File: config.mk
export PLATFORM = sky130hd
export DESIGN_NAME = dot_scroll_ctrl
export DESIGN_NICKNAME = d
export VERILOG_FILES = /design/src/rtl/dot_scroll_ctrl_pkg.sv /design/src/rtl/dot_step_prescaler.sv /design/src/rtl/dot_scroll_ctrl.sv
export SDC_FILE = /design/constraint.sdc
export NUM_CORES = 1
export LEC_CHECK = 0
export CORE_MARGIN = 2
export CORE_UTILIZATION = 40
export CTS_BUF_LIST = sky130_fd_sc_hd__clkbuf_8
export CTS_CLUSTER_SIZE = 10
export DETAILED_ROUTE_END_ITERATION = 12
export SYNTH_ARGS = -nofsm -noshare
export SYNTH_HDL_FRONTEND = slang
export SYNTH_SLANG_ARGS = --single-unit
File: constraint.sdc
create_clock -name clk -period 3.53 [get_ports clk]
set_clock_uncertainty 0.2 [all_clocks]
set_input_delay 0.706 -clock clk [delete_from_list [all_inputs] [get_ports clk]]
set_output_delay 0.706 -clock clk [all_outputs]
set_load 0.01 [all_outputs]
File: src/rtl/dot_scroll_ctrl_pkg.sv
// rtl/dot_scroll_ctrl_pkg.sv - shared types and helpers for the dot-matrix scroller
package dot_scroll_ctrl_pkg;

    typedef enum logic [1:0] {
        ST_IDLE  = 2'd0,
        ST_RUN   = 2'd1,
        ST_FLUSH = 2'd2
    } state_t;

    // Shift direction: LEFT inserts at the highest column, RIGHT at column 0.
    localparam logic DIR_LEFT  = 1'b0;
    localparam logic DIR_RIGHT = 1'b1;

    // Lowest bit of column 'col' in a frame bus of 'rows'-bit columns.
    function automatic int col_lsb(input int col, input int rows);
        return col * rows;
    endfunction

endpackage

File: src/rtl/dot_step_prescaler.sv
// rtl/dot_step_prescaler.sv - step-rate prescaler with >= compare
module dot_step_prescaler #(
    parameter int SPW = 16
) (
    input  logic           clk,
    input  logic           reset,
    input  logic           en,
    input  logic           clr,
    input  logic [SPW-1:0] speed,
    output logic           tick
);

    logic [SPW-1:0] cnt_q;
    logic [SPW-1:0] cnt_d;

    // Tick once the count reaches or passes the period, so lowering speed never strands the counter.
    always_comb begin
        tick  = en && (cnt_q >= speed);
        cnt_d = cnt_q;
        if (clr) begin
            cnt_d = '0;
        end else if (en) begin
            cnt_d = tick ? '0 : cnt_q + 1'b1;
        end
    end

    // Counter register.
    always_ff @(posedge clk) begin
        if (reset) begin
            cnt_q <= '0;
        end else begin
            cnt_q <= cnt_d;
        end
    end

endmodule

File: src/rtl/dot_scroll_ctrl.sv
// rtl/dot_scroll_ctrl.sv - scrolling-message engine for the LED dot-matrix panel
module dot_scroll_ctrl
    import dot_scroll_ctrl_pkg::*;
#(
    parameter int COLS  = 10,
    parameter int ROWS  = 7,
    parameter int DEPTH = 64,
    parameter int AW    = 6,
    parameter int SPW   = 16
) (
    input  logic                 clk,
    input  logic                 reset,
    input  logic                 wr_en,
    input  logic [AW-1:0]        wr_addr,
    input  logic [ROWS-1:0]      wr_data,
    input  logic [AW:0]          msg_len,
    input  logic                 start,
    input  logic                 stop,
    input  logic                 dir,
    input  logic                 loop_en,
    input  logic [SPW-1:0]       speed,
    output logic [COLS*ROWS-1:0] frame,
    output logic                 step,
    output logic                 busy,
    output logic                 done
);

    localparam int              FW         = COLS * ROWS;
    localparam int              CW         = $clog2(COLS + 1);
    localparam logic [AW:0]     DEPTH_W    = (AW+1)'(DEPTH);
    localparam logic [CW-1:0]   FLUSH_LAST = CW'(COLS - 1);

    logic [ROWS-1:0] mem_q [DEPTH];

    state_t          state_q, state_d;
    logic [AW-1:0]   ptr_q, ptr_d;
    logic [CW-1:0]   flush_q, flush_d;
    logic [FW-1:0]   frame_q, frame_d;
    logic            step_q, step_d;
    logic            done_q, done_d;

    logic [FW-1:0]   shifted;
    logic [AW:0]     len_eff;
    logic [AW:0]     ptr_inc;
    logic [ROWS-1:0] insert;
    logic            tick, pre_en, go, adv, at_end, flush_end;

    assign len_eff = (msg_len > DEPTH_W) ? DEPTH_W : msg_len;
    assign ptr_inc = {1'b0, ptr_q} + 1'b1;

    dot_step_prescaler #(.SPW(SPW)) u_prescaler (
        .clk   (clk),
        .reset (reset),
        .en    (pre_en),
        .clr   (!pre_en),
        .speed (speed),
        .tick  (tick)
    );

    // Message memory: writes beyond DEPTH are dropped; contents survive reset.
    always_ff @(posedge clk) begin
        if (wr_en && ({1'b0, wr_addr} < DEPTH_W)) begin
            mem_q[wr_addr] <= wr_data;
        end
    end

    // FSM state register.
    always_ff @(posedge clk) begin
        if (reset) begin
            state_q <= ST_IDLE;
        end else begin
            state_q <= state_d;
        end
    end

    // FSM next state; stop always wins over start and over a pending tick.
    always_comb begin
        state_d = state_q;
        case (state_q)
            ST_IDLE:  if (go) state_d = ST_RUN;
            ST_RUN: begin
                if (stop)                             state_d = ST_IDLE;
                else if (adv && at_end && !loop_en)   state_d = ST_FLUSH;
            end
            ST_FLUSH: begin
                if (stop)                             state_d = ST_IDLE;
                else if (adv && flush_end)            state_d = ST_IDLE;
            end
            default:                                  state_d = ST_IDLE;
        endcase
    end

    // FSM outputs and control decode; the read at ptr is combinational.
    always_comb begin
        pre_en    = (state_q != ST_IDLE);
        busy      = pre_en;
        go        = (state_q == ST_IDLE) && start && !stop && (len_eff != '0);
        adv       = pre_en && !stop && tick;
        at_end    = (ptr_inc >= len_eff);
        flush_end = (flush_q == FLUSH_LAST);
        insert    = (state_q == ST_RUN) ? mem_q[ptr_q] : '0;
    end

    // Frame shifted by one column with the insert column entering on the chosen side.
    always_comb begin
        shifted = frame_q;
        if (dir == DIR_LEFT) begin
            for (int i = 0; i < COLS - 1; i++) begin
                shifted[col_lsb(i, ROWS) +: ROWS] = frame_q[col_lsb(i + 1, ROWS) +: ROWS];
            end
            shifted[col_lsb(COLS - 1, ROWS) +: ROWS] = insert;
        end else begin
            for (int i = 1; i < COLS; i++) begin
                shifted[col_lsb(i, ROWS) +: ROWS] = frame_q[col_lsb(i - 1, ROWS) +: ROWS];
            end
            shifted[col_lsb(0, ROWS) +: ROWS] = insert;
        end
    end

    // Datapath next values: start clears, each tick shifts and advances ptr or flush count.
    always_comb begin
        frame_d = frame_q;
        ptr_d   = ptr_q;
        flush_d = flush_q;
        step_d  = 1'b0;
        done_d  = 1'b0;
        if (go) begin
            frame_d = '0;
            ptr_d   = '0;
            flush_d = '0;
        end else if (adv) begin
            frame_d = shifted;
            step_d  = 1'b1;
            if (state_q == ST_RUN) begin
                if (!at_end) begin
                    ptr_d = ptr_q + 1'b1;
                end else begin
                    ptr_d   = '0;
                    flush_d = '0;
                end
            end else begin
                flush_d = flush_q + 1'b1;
                done_d  = flush_end;
            end
        end
    end

    // Datapath registers.
    always_ff @(posedge clk) begin
        if (reset) begin
            frame_q <= '0;
            ptr_q   <= '0;
            flush_q <= '0;
            step_q  <= 1'b0;
            done_q  <= 1'b0;
        end else begin
            frame_q <= frame_d;
            ptr_q   <= ptr_d;
            flush_q <= flush_d;
            step_q  <= step_d;
            done_q  <= done_d;
        end
    end

    assign frame = frame_q;
    assign step  = step_q;
    assign done  = done_q;

endmodule
==> summary by stage <==
Outcome
The flow ran to the end, and the final reports show no timing, DRC or antenna violations.

Detailed routing
After detailed routing, the average wire length per cell comes to 22.4 microns. The met3 wire length is 3750 microns. For this block, the routed nets add up to 55,300 microns of wire. The detailed router finished its first iteration with 1,265 violations. The top layer used by detailed routing is met4. In the detailed route, the total length drawn on met2 is 26,600 microns. The count of antenna-violating nets left after detailed routing is 0. After detailed routing, the number of vias per cell comes to 5.52.

The routed layout has 13,596 vias. The post-route DRC violation count is 0. The first-pass detailed-route iteration total is 5. The post-route met1 wirelength is 24,000 microns.

STA
After layout, the worst setup slack is 0.417 ns. The headroom to the max-slew limit is 0.188. At the pin with the least slew margin, the transition time is 1.22 ns. Timing would allow up to 321 MHz.

The period utilization is 0.882. The max-slew violation count is 0. The worst hold slack is 0.256 ns.

The clock period minus worst slack is 3.11 ns. Setup repair after global routing left no endpoint under its margin. Setup violations remaining at the end of the flow were counted as 0. The final-report hold violation count came to 0.

CTS
Once the clock tree was built, the setup fixing pass inserted 0 buffers. For this design, the CTS-stage hold fixing added 0 buffers. The buffer type at the clock tree root is clkbuf_8. TritonCTS built the clock tree. The clock sink count is 554. The post-cts repair resize count is 0. The TritonCTS buffer count is 88. The worst-case clock buffer depth is 3.

After clock tree synthesis, the clock-pin slew on the worst setup and hold paths is 0.06 ns. The H-tree depth is 3. The later-pin clock latency in the skew report is 0.66 ns.

Synthesis
By count the netlist is led by edfxtp_1 (448), mux4_2 (112), dfxtp_1 (106). The average instance in the mapped netlist occupies 16.1 sq um. The top flip-flop cell by instance count after synthesis is edfxtp_1.

edfxtp_1 is the most common cell in the netlist. The sequential element share of the synthesized area is 0.685. The number of enable-type register cells in the synthesized netlist is 448. The count of unique library cells instantiated by Yosys is 59. The top cell type by total area after synthesis is edfxtp_1. The number of nets handed over by synthesis was 1,480. By area the synthesized netlist is led by edfxtp_1 (59%), mux4_2 (11%), dfxtp_1 (9.3%).

Yosys printed 0 warnings. The area of the mapped netlist is 22,800 sq um. The share of async-settable or async-resettable flops after synthesis is 0. The register bit total from synthesis is 554.

The post-synthesis cell count is 1,410. The top-area cell type share of the netlist area is 0.591.

Final layout
The post-layout net count is 1,718. The number of inserted filler cells in the final layout is 4,812. From synthesis to final layout, the design area changed by 19.3%. The repair_antennas step left the layout with diodes totalling 0. The utilization after layout is 0.482. In the final layout, the share of cells above drive strength 1 is 0.218. Once layout is complete, the cells apart from fillers number 2,465.

Setup path
The worst setup path startpoint is ptr_q[0]$_SDFFE_PP0P_. The worst register-to-register path begins at ptr_q[0]$_SDFFE_PP0P_. At the worst endpoint, the arrival time is 3.48 ns. The maximum fanout along the worst path is 7. Among all stages on the critical path, the largest delay is contributed by dfxtp_1. STA classifies the critical path startpoint as a flip-flop. The worst endpoint required time is 3.90 ns. The worst setup path is captured at a flip-flop. The number of cells traversed by the worst register-to-register path is 11. The count of buffer and inverter cells on the critical path is 1. The critical path crosses 11 cells after its start point. In this design, the largest share of critical-path delay is due to compound AO/OA/AOI/OAI gates. The critical path is of the reg -> reg type.

The stage delay of the slowest cell on the critical path is 0.43 ns. Traced cell by cell, the critical path runs through ha_1 > nand3_1 > xnor2_1 > ha_1 > a21o_1 > a21o_1 > a221oi_1 > buf_4 > nand2_1 > or4_1 > a21oi_1. The minimum setup slack among reg-to-reg paths is 0.42 ns.

Power
Summing internal, switching and leakage power gives 12.4 mW. The areal power density over the cells is 457 nW/um^2. The leakage power is 8.98 nW. Across the VDD grid, the largest voltage drop is 407 uV.

Floorplanning
The initial utilization of the core area, before any placement, comes to 0.404. 116 I/O pins were placed. In this run the horizontal extent of the chip is 243 microns.

The site row count is 87. The floorplan core area is 56,300 sq um. The area enclosed by the die boundary is 58,800 sq um. The die extent in y is 243 microns.

Global routing
The initial antenna violation count is 0. The maximum number of pins on one net before global-route repair is 65. The total global routing overflow is 0.

For this run, the total global-route usage over all layers was measured as 0.189. The first-pass GRT wire length is 85,200 microns. The via count of the first global-routing pass is 13,976.

Placed design
The number of I/O port buffers is 115. Counting tap cells, the placed design contains a total of 2,314 instances. The estimated wirelength of the detail-placed design is 35,400 microns. OpenSTA, run right after detailed placement, puts the worst setup slack at -0.113 ns.

Routability-driven placement finished with a final weighted congestion of 0.806.

Job
The number of maximum-capacitance constraint violations is 0.

Min path
The path class of the tightest hold or removal check is reg -> reg.
where the power goes:
group | leakage, nW | switching [mW] | internal (mW)
clock network | 0.904 | 2.42 | 2.52
registers | 4.89 | 0.00852 | 7.09
logic | 3.19 | 0.242 | 0.115
total | 8.98 | 2.67 | 9.72
flip-flops by register name (all words and copies together), names as in the netlist, named ones only:
register / count
frame: 70
u_prescaler.cnt_q: 16
ptr_q: 6
done: 1
flush_q: 4
state_q: 2
step: 1
mem_q: 448
metal layers:
metal  track usage  up-vias
li1              -     6121
met1         0.255     6947
met2         0.304      456
met3        0.0467       72
met4        0.0519        0
met5             0        -
cells by family (layout without fill, tap and decap cells):
kind of cell,after synthesis,count (layout),share of synthesized area
simple gates,281,281,0.0608
mux,185,185,0.143
buf+inv,121,420,0.0227
fa+ha+maj,27,27,0.0148
flops,554,554,0.685
xor+xnor,18,18,0.00693
compound gates,224,224,0.0670
layout by cell type (no fill, tap or decap), types with 7 or more instances in the layout:
master and n:
buf_2 7, a21o_1 7, nand4_1 20, nand2b_1 8, nor2b_1 7, xor2_1 11
o22ai_1 29, edfxtp_1 448, ha_1 27, xnor2_1 7, a32o_1 15, mux2i_1 69
nand3_1 21, a211oi_1 59, nor2_1 94, a21oi_1 79, clkdlybuf4s50_1 107, buf_12 15
clkinv_1 20, nand2_1 62, clkbuf_8 98, nand3b_1 18, dfxtp_1 103, nor4_1 13
o2111ai_1 12, inv_1 52, buf_4 115, mux4_2 112, nor3_1 8
worst min path at each step:
stage,start,endpoint,slack [ns],cells after the start
2_1_floorplan,u_prescaler.cnt_q[0]$_SDFF_PP0_,u_prescaler.cnt_q[0]$_SDFF_PP0_,0.23,1
3_3_place_gp,u_prescaler.cnt_q[0]$_SDFF_PP0_,u_prescaler.cnt_q[0]$_SDFF_PP0_,0.24,1
3_5_place_dp,u_prescaler.cnt_q[0]$_SDFF_PP0_,u_prescaler.cnt_q[0]$_SDFF_PP0_,0.25,1
4_1_cts,u_prescaler.cnt_q[0]$_SDFF_PP0_,u_prescaler.cnt_q[0]$_SDFF_PP0_,0.26,1
5_1_grt,u_prescaler.cnt_q[0]$_SDFF_PP0_,u_prescaler.cnt_q[0]$_SDFF_PP0_,0.31,1
6_report,u_prescaler.cnt_q[0]$_SDFF_PP0_,u_prescaler.cnt_q[0]$_SDFF_PP0_,0.26,1
stage by stage:
step                      cell area (sq um)  setup TNS (ns)
after floorplan                       22800               0
after global placement                25600          -0.138
after detailed placement              25600          -0.290
after CTS                             27100               0
after global routing                  27100               0
final                                 27100               0
cell type report:
class                   count  area, sq um  share of cell area
repair buffers            244         2270              0.0836
clock inverters            53          213             0.00783
flip-flops and latches    554        15600               0.574
multi-input cells         735         6700               0.247
well taps                 756          946              0.0348
clock buffers              98         1350              0.0497
inverters                  25         93.8             0.00346
Power figures use the tool's default switching activity.
